===== config.mk =====
export PLATFORM = sky130hd
export DESIGN_NAME = uart_tx_arbiter
export DESIGN_NICKNAME = d
export VERILOG_FILES = /design/src/rtl/uart_tx_arbiter.sv
export SDC_FILE = /design/constraint.sdc
export NUM_CORES = 1
export LEC_CHECK = 0
export CAP_MARGIN = 10
export CORE_UTILIZATION = 30
export CTS_BUF_LIST = sky130_fd_sc_hd__clkbuf_16
export DETAILED_ROUTE_END_ITERATION = 16
export GPL_ROUTABILITY_DRIVEN = 0
export PLACE_DENSITY = 0.65
export REMOVE_ABC_BUFFERS = 1
export SYNTH_ARGS = -nofsm -noshare
export SYNTH_HDL_FRONTEND = slang
export SYNTH_SLANG_ARGS = --single-unit

===== constraint.sdc =====
create_clock -name clk -period 2.75 [get_ports clk]
set_input_delay 0.55 -clock clk [delete_from_list [all_inputs] [get_ports clk]]
set_output_delay 0.55 -clock clk [all_outputs]
set_load 0.02 [all_outputs]

===== src/rtl/uart_tx_arbiter.sv =====
// uart_tx_arbiter: round-robin arbiter handing one byte at a time from four requesters
// to a UART transmitter. Define UART_ARB_LOCK_EN to let the owner hold its grant.
module uart_tx_arbiter (
  input  logic        clk,
  input  logic        rst,
  input  logic [3:0]  req,
  input  logic [31:0] req_data,
  input  logic [3:0]  req_lock,
  input  logic        tx_busy,
  output logic [3:0]  ack,
  output logic [3:0]  grant,
  output logic [7:0]  tx_data,
  output logic        tx_latch,
  output logic        arb_busy
);

  // state      | meaning
  // IDLE       | no transfer; arbitrate once tx_busy=0
  // LATCH      | tx_latch strobe for the granted byte
  // WAIT_START | wait up to 4 cycles for tx_busy, then re-strobe
  // WAIT_DONE  | byte accepted; wait for tx_busy to fall
  typedef enum logic [1:0] {IDLE, LATCH, WAIT_START, WAIT_DONE} state_t;

  localparam logic [1:0] RETRY_LOAD = 2'd3;

  state_t     state_q;
  logic [3:0] ack_q, grant_q;
  logic [7:0] tx_data_q;
  logic       tx_latch_q, arb_busy_q;
  logic [1:0] owner_q, last_q, retry_q;

  logic [3:0] elig;
  logic       release_hold, keep_grant;
  logic       win_found;
  logic [1:0] win_idx, cand;

`ifdef UART_ARB_LOCK_EN
  logic held;
  // a retained grant lives only in IDLE; it narrows eligibility to the owner
  assign held         = (state_q == IDLE) && (grant_q != 4'b0000);
  assign elig         = held ? (req & grant_q) : req;
  assign release_hold = held && !req_lock[owner_q];
  assign keep_grant   = req_lock[owner_q];
`else
  logic unused_lock;
  assign unused_lock  = ^req_lock;
  assign elig         = req;
  assign release_hold = 1'b0;
  assign keep_grant   = 1'b0;
`endif

  always_comb begin
    win_found = 1'b0;
    win_idx   = 2'd0;
    cand      = 2'd0;
    for (int k = 1; k <= 4; k++) begin
      cand = last_q + 2'(k);
      if (!win_found && elig[cand]) begin
        win_found = 1'b1;
        win_idx   = cand;
      end
    end
  end

  always_ff @(posedge clk) begin
    if (rst) begin
      state_q    <= IDLE;
      ack_q      <= 4'b0000;
      grant_q    <= 4'b0000;
      tx_data_q  <= 8'h00;
      tx_latch_q <= 1'b0;
      arb_busy_q <= 1'b0;
      owner_q    <= 2'd0;
      last_q     <= 2'd3;
      retry_q    <= 2'd0;
    end else begin
      ack_q      <= 4'b0000;
      tx_latch_q <= 1'b0;
      case (state_q)
        IDLE: begin
          if (release_hold) begin
            grant_q <= 4'b0000;
          end else if (!tx_busy && win_found) begin
            owner_q    <= win_idx;
            grant_q    <= 4'b0001 << win_idx;
            tx_data_q  <= req_data[{win_idx, 3'b000} +: 8];
            tx_latch_q <= 1'b1;
            arb_busy_q <= 1'b1;
            state_q    <= LATCH;
          end
        end
        LATCH: begin
          retry_q <= RETRY_LOAD;
          state_q <= WAIT_START;
        end
        WAIT_START: begin
          if (tx_busy) begin
            ack_q   <= 4'b0001 << owner_q;
            last_q  <= owner_q;
            state_q <= WAIT_DONE;
          end else if (retry_q == 2'd0) begin
            tx_latch_q <= 1'b1;
            state_q    <= LATCH;
          end else begin
            retry_q <= retry_q - 2'd1;
          end
        end
        WAIT_DONE: begin
          if (!tx_busy) begin
            arb_busy_q <= 1'b0;
            state_q    <= IDLE;
            if (!keep_grant) grant_q <= 4'b0000;
          end
        end
        default: state_q <= IDLE;
      endcase
    end
  end

  assign ack      = ack_q;
  assign grant    = grant_q;
  assign tx_data  = tx_data_q;
  assign tx_latch = tx_latch_q;
  assign arb_busy = arb_busy_q;

endmodule


# Word-level counts from Yosys, hierarchy flattened
# Index checks and enable logic that the tools add are counted.
word_totals:
  mem_bits_rw: 0
  memories: 0
  out_inout_bits: 18
  mem_bits_ro: 0
  regBits: 26
  inputBits: 43
  latchBits: 0
  word_cells: 82
op_classes:
  shifts: 3
  div: 0
  addsub: 4
  magnitude_cmp: 4
  multipliers: 0
  eq_ne: 8
  bitwise: 2
  n_reduce_logical: 18
  n_mux: 34
ops:
  columns: ["op", "n"]
  rows:
  - ["indexed part select 32 x 6 -> 8 bit", 1]
  - ["two-way mux 2 bit", 10]
  - ["two-way mux 1 bit", 13]
  - ["< comparator 2 x 3 -> 1 bit, second input constant", 4]
  - ["AND reduction 3 bit", 3]
  - ["binary-select mux 1 bit (select 2 bit)", 4]
  - ["two-way mux 4 bit", 2]
  - ["inequality test 2 bit, second input constant", 4]
  - ["one-hot mux 2 bit (4 select lines)", 1]
  - ["one-hot mux 4 bit (2 select lines)", 1]
  - ["<< shifter 1 x 2 -> 4 bit, first input constant", 2]
  - ["adder 2 bit, second input constant", 2]
  - ["== test 2 bit, second input constant", 2]
  - ["logical AND 1 bit", 4]
  - ["logical NOT 1 bit", 4]
  - ["logical NOT 2 bit", 2]
  - ["one-hot mux 1 bit (2 select lines)", 2]
  - ["one-hot mux 2 bit (2 select lines)", 1]
  - ["AND reduction 2 bit", 2]
  - ["nonzero test 2 bit", 2]
  - ["inequality test 3 bit, second input constant", 1]
  - ["OR reduction 3 bit", 1]
  - ["adder 2 x 1 -> 2 bit, second input constant", 1]
  - ["== test 2 x 1 -> 1 bit, second input constant", 1]
  - ["2 further kinds", 3]

# Logic depth before layout (Yosys ltp)
# Gate-level depths: netlist (run 1).
depth:
  ltp_word: 16
  ltp_mapped: 8
  mapped_depth_nobuf: 6

# Worst setup path after synthesis (run 1)
# Ideal clock, no wire load.
synth_timing:
  kind: "input -> register"
  from: "input tx_busy"
  to: "register grant_q[3] (netlist: grant[3])"
  cell_stages: 6
  setup_ns: 0.065
  path_buffers: 2
  path_slack_ns: 0.987
  t_required_ns: 2.685
  arrival_ns: 1.698
  path_cell_list: "buf_2 > or4_4 > nor3_2 > buf_4 > a22oi_1 > nor2_1"
synth_via:
  elab_chain_cells: 4
  elab_cells_between_ends: 5
  classes_between: "eq/ne: 2; reduce/logical: 3"
synth_rtl:
  columns: ["element", "line", "source"]
  rows:
  - ["from (decl)", "9", "input logic tx_busy,"]
  - ["logical NOT 1 bit", null, null]
  - ["logical AND 1 bit", "83", "end else if (!tx_busy && win_found) begin"]
  - ["inequality test 2 bit (no source line)", null, null]
  - ["AND reduction 3 bit (no source line) (*)", null, null]
  - ["to (signal assigned)", "85", "grant_q <= 4'b0001 << win_idx;"]
  - ["to (decl)", "27", "logic [3:0] ack_q, grant_q;"]
# Mark *: on every way between the ends. The rest lies on a longest branch, timed or not.
# A chain may end at the register's enable or synchronous reset.

# Worst setup path after layout (run 1)
layout_timing:
  from: "input req[3]"
  to: "register grant_q[3] (netlist: grant[3])"
layout_via:
  elab_chain_cells: 15
  elab_cells_between_ends: 28
  classes_between: "eq/ne: 1; shift: 1; mux: 18; reduce/logical: 8"
layout_rtl:
  columns: ["element", "line", "source"]
  rows:
  - ["from (decl)", "6", "input logic [3:0] req,"]
  - ["binary-select mux 1 bit (select 2 bit)", "58", "if (!win_found && elig[cand]) begin"]
  - ["two-way mux 1 bit (not written as such)", "58", null]
  - ["two-way mux 1 bit", "58", null]
  - ["logical NOT 1 bit", "58", null]
  - ["logical AND 1 bit", "58", null]
  - ["two-way mux 1 bit", "58", null]
  - ["logical NOT 1 bit", "58", null]
  - ["logical AND 1 bit", "58", null]
  - ["two-way mux 1 bit", "58", null]
  - ["logical NOT 1 bit", "58", null]
  - ["logical AND 1 bit", "58", null]
  - ["two-way mux 2 bit or two-way mux 1 bit (tied branches)", "58", null]
  - ["<< shifter 1 x 2 -> 4 bit or logical AND 1 bit (tied branches)", "85, 83", null]
  - ["two-way mux 4 bit or inequality test 2 bit (tied branches)", null, null]
  - ["one-hot mux 4 bit (2 select lines) or AND reduction 3 bit (tied branches)", null, null]
# Several ways; a longest one is shown, not always the timed one. The select of a mux whose other input is x is not followed.

==> flow_metrics.tcl, run 1 <==
set metrics [dict create \
    cp_num_buf_inv 1 \
    cts_tree "done" \
    end_kind "flop" \
    grt_setup_unrepaired "false" \
    synth-xor-area-share_pct 0 \
    fp.dieArea_um2 5030 \
    ctsLongestPathBuffers 2 \
    synthCells 170 \
    clock_sinks 26 \
    finalMaxSlewViolations 0 \
    async_flop_share_pct 0 \
    clock-root-buffer "clkbuf_16" \
    min-delay-path-class "reg2reg" \
    period_share_pct 88.0 \
    slew_headroom_pct 48.5 \
    skew_ns 0.00476 \
    synthMuxAreaShare_pct 1.49 \
    path_delay_family "simple AND/OR/NAND/NOR gates" \
    design_area_um2 2110 \
    htreeDepth 1 \
    slowest_stage "nor3_2" \
    core_area_um2 4470 \
    totalPowerFinal_mw 1.06 \
    synth_top_flop_cell "dfxtp_1" \
    synth-seq-cells 26 \
    irDropWorstVdd_mv 0.385 \
    clk_pin_slew_ns 0.06 \
    cpPeakStageDelay_ns 0.64 \
    grt_pass1_vias 1321 \
    io_pins 61 \
    clk_latency_ns 0.26 \
    drive_gt1_share_pct 9.33 \
    placed_cell_area_um2 2040 \
    ys_seq_area_share_pct 36.5 \
    worstSetupStartpointType "input pin" \
    gr-usage-all-layers_pct 15.7 \
    maxCapViolCount 0 \
    cts_resized 0 \
    yosysWarningCount 0 \
    start_util_pct 31.9 \
    cts_hold_buf 0 \
    pwr_density_cell_nw_per_um2 502 \
    yosys.area_share.simple_pct 17.5 \
    synth_top_family_by_area "compound AO/OA/AOI/OAI gates" \
    outcome "complete, but fails checks" \
    hold_violations 0 \
    path_class "in2reg" \
    hold_ws_ns 0.492 \
    postCtsSetupRepairBufs 0 \
    min_period_ns 2.42 \
    drc 4 \
    routedWlPerCell_um 13.6 \
    drt-pass1-iter-count 10 \
    violations "DRC" \
    diodes 0 \
    p_leak_nw 0.834 \
    nNetsFinal 271 \
    syn_area_per_cell_um2 8.39 \
    die_h_um 71.0 \
    area_delta_synth_final_pct 48.2 \
    via_per_inst 5.12 \
    tightest_slew_ns 0.768 \
    critPathRequiredTime_ns 2.94 \
    synth_area_um2 1430 \
    grt_max_degree 14 \
    final.setup.tns_ns 0 \
    cp_max_fo 11 \
    vias 1419 \
    drt.antenna.violating_nets 0 \
    rows 24 \
    drt_iter0_markers 67 \
    yosysUniqueCellTypes 42 \
    fmax_mhz 413 \
    final_cells 277 \
    synth_compound_area_share_pct 32.7 \
    grt_pass1_wl_mm 6.30 \
    cts_made_buffers 3 \
    synthAdderAreaFrac_pct 0.877 \
    path_cells "clkdlybuf4s50_1 > nor4_2 > or4_4 > nor3_2 > a22oi_1 > nor2_1" \
    die_w_um 71.0 \
    dp_hpwl_mm 2.72 \
    detail_route.wirelength_mm 3.76 \
    dp.cells 274 \
    synth_edf_count 0 \
    port_buffers 56 \
    overflow 0 \
    antenna_found_initial 0 \
    setup_violations 0 \
    worstPathArrival_ns 2.61 \
]
[routing by layer]
layer	vias up	track usage [%]	routed length, um
met4	0	1.33	18
met5	-	0	0
met1	652	21.5	1870
met3	2	4.27	212
li1	725	-	-
met2	40	25.9	1650
[cells by family after synthesis]
kind of cell	after synthesis
compound gates	62
fa+ha+maj	1
buf+inv	29
flops	26
mux	2
simple gates	50
[Yosys cell counts, drive strengths merged (2+ instances only)]
cell | n | area share (%)
nor2 | 13 | 3.4
inv | 17 | 4.5
and3 | 2 | 0.88
a21o | 2 | 1.1
nor4 | 4 | 2.2
clkbuf | 3 | 0.79
a211o | 2 | 1.2
nand2b | 2 | 0.88
a311oi | 8 | 4.9
a22oi | 2 | 1.1
nand2 | 21 | 5.5
a211oi | 17 | 8.9
dfxtp | 26 | 36
o21bai | 9 | 4.7
a2bb2oi | 2 | 1.2
o21ai | 7 | 3.5
nor3 | 2 | 1.1
buf | 9 | 5.7
a21oi | 7 | 2.7
[final timing paths]
check              from  slack (ns)       end  cells after the start
min reg2reg    grant[0]        0.49  grant[0]                      2
min            grant[0]        0.49  grant[0]                      2
max              req[3]        0.33  grant[3]                      6
max reg2reg  state_q[1]        0.73  grant[3]                      4
[where the power goes]
group          internal (mW)  switching (mW)  total [mW]
clock                  0.193           0.126       0.318
combinational          0.161           0.145       0.306
sequential             0.409          0.0279       0.437
total                  0.763           0.298        1.06
[per-stage QoR]
stage / setup WS [ns] / utilization (%)
after global placement: 0.0604 / 45.6
after CTS: 0.306 / 47.2
final: 0.331 / 47.2
after global routing: 0.210 / 47.2
after floorplan: 0.499 / -
after detailed placement: 0.0752 / 45.6
[cell type report]
type	instances	area, um^2
timing repair buffer	64	633
sequential	26	520
tap	52	65.1
inverter	17	63.8
fill	455	2360
multi-input combinational	115	756
clock buffer	3	75.1
[sequential cells by signal (all words and copies together), names as in the netlist]
signal / flops
tx_latch: 1
owner_q: 2
retry_q: 2
ack: 4
arb_busy: 1
last_q: 2
grant: 4
tx_data: 8
state_q: 2
[tightest hold or removal path: cells and delay by family (launching register included)]
kind            cells  cell delay (ns)
flops               1             0.33
simple gates        1             0.07
compound gates      1             0.06
[cells in the final DEF, fill, tap and decap left out, types with 2 or more instances in the layout]
cell type / instances
nand2_1: 21
o21ai_0: 5
clkdlybuf4s50_1: 56
nor2_1: 13
buf_4: 7
clkbuf_16: 3
o21bai_1: 9
a211o_1: 2
and3_1: 2
a21oi_1: 6
a311oi_1: 8
nand2b_1: 2
inv_1: 17
a22oi_1: 2
a2bb2oi_1: 2
nor4_2: 2
nor4_1: 2
a211oi_1: 17
a21o_1: 2
dfxtp_1: 26
Note: power is estimated with default switching activity, not from simulation.
==> run 2: changes to the inputs <==
CTS_CLUSTER_SIZE = 28   (was default)
SLEW_MARGIN = 20   (was default)
==> results of run 2 <==
Final layout, timing and power as in run 1 (identical DEF).
==> variant: new RTL, flow settings as in run 1 <==
Re-encode `state_t` (4 states) as Gray code, 2 bits wide.
--- a/src/rtl/uart_tx_arbiter.sv
+++ b/src/rtl/uart_tx_arbiter.sv
@@ -19,7 +19,7 @@
   // LATCH      | tx_latch strobe for the granted byte
   // WAIT_START | wait up to 4 cycles for tx_busy, then re-strobe
   // WAIT_DONE  | byte accepted; wait for tx_busy to fall
-  typedef enum logic [1:0] {IDLE, LATCH, WAIT_START, WAIT_DONE} state_t;
+  typedef enum logic [1:0] {IDLE = 2'b00, LATCH = 2'b01, WAIT_START = 2'b11, WAIT_DONE = 2'b10} state_t;
 
   localparam logic [1:0] RETRY_LOAD = 2'd3;
 
Formal check against the unedited RTL: same outputs for any inputs over 10 cycles, from zero or initial values and one cycle with rst high; not proved beyond that.
==> variant against run 1 <==
Routed wire length decreased by 11%; via count decreased by 11%; count of clock-buffer cells in the layout unchanged; worst setup slack got worse by 95 ps; sequential cell count unchanged; combinational power increased by 80%; total power increased by 27%; core utilization decreased by 1.6 points; sequential power increased by 13%; worst hold slack got worse by 39 ps; clock skew decreased by 2.4 ps; area after synthesis increased by 2.8%; design area increased by 2.1%.
==> variant: results (changes against run 1) <==
metric;value;unit;change
via count;1258;;was 1419
global-route wire length before repair;5.388;mm;was 6.299 mm
Net count, final;250;;was 271
post-synthesis compound-gate area fraction;0.2031;;was 0.3272
Non-CTS buffers;62;;was 64
outcome;finished, final reports clean;;was finished, violations left
synthesized area per cell;10.40;um^2;was 8.390 um^2
met3 WL;341;um;was 212 um
routed length per instance;12.56;um;was 13.56 um
share of layout cells above drive strength 1;0.1307;;was 0.09333
Comb pwr share;0.409;;was 0.288
sw power;0.4397;mW;was 0.2981 mW
ClkCell Share;0.03480;;was 0.03552
synth top area cells;dfxtp_1, mux2i_1, o221ai_2;;was dfxtp_1, a211oi_1, nand2_1
Finished Cell Area;2157;um^2;was 2113 um^2
die width;71.92;um;was 70.96 um
crit path DAT;2650;ps;was 2610 ps
Inverters excl. clock;6;;was 17
CP Max Fanout;17;;was 11
placed cell areas;2082;um^2;was 2038 um^2
multi-input combinational area share;0.3939;;was 0.3576
worst clock skew;2.362;ps;was 4.759 ps
non-filler instance count after layout;266;;was 277
Detailed Place HPWL;2.622;mm;was 2.716 mm
adder-cell share of the synthesized area;0.05119;;was 0.008772
Clk pwr share;0.226;;was 0.300
M1 GR Usage;0.1521;;was 0.2150
vias in the first global route;1197;;was 1321
met2 Use GR;0.2222;;was 0.2585
M1 wire length;1.528;mm;was 1.874 mm
P_leak;0.8078;nW;was 0.8338 nW
[variant: metrics by stage]
| step | setup TNS (ps) | setup slack, ps | power, mW |
|---|---|---|---|
| after floorplan | 0 | 662.3 | 0.8392 |
| after global placement | -316.4 | -51.09 | 1.048 |
| after detailed placement | -408.2 | -51.23 | 1.060 |
| after CTS | 0 | 231.0 | 1.373 |
| after global routing | 0 | 85.78 | 1.451 |
| final | 0 | 236.3 | 1.349 |
[variant: worst paths after layout]
| check | from | endpoint | slack [ps] | cells past startpoint |
|---|---|---|---|---|
| min reg2reg | grant[2] | grant[2] | 450 | 2 |
| max | req[2] | tx_data[6] | 240 | 6 |
| min | grant[2] | grant[2] | 450 | 2 |
| max reg2reg | last_q[1] | tx_data[6] | 650 | 5 |
[variant: worst max-delay path, cell delays in order]
cell and delay [ps]:
clkdlybuf4s50_1 460, nand2b_1 180, a21boi_0 130, o21bai_2 850, mux2i_1 330, o221ai_2 120
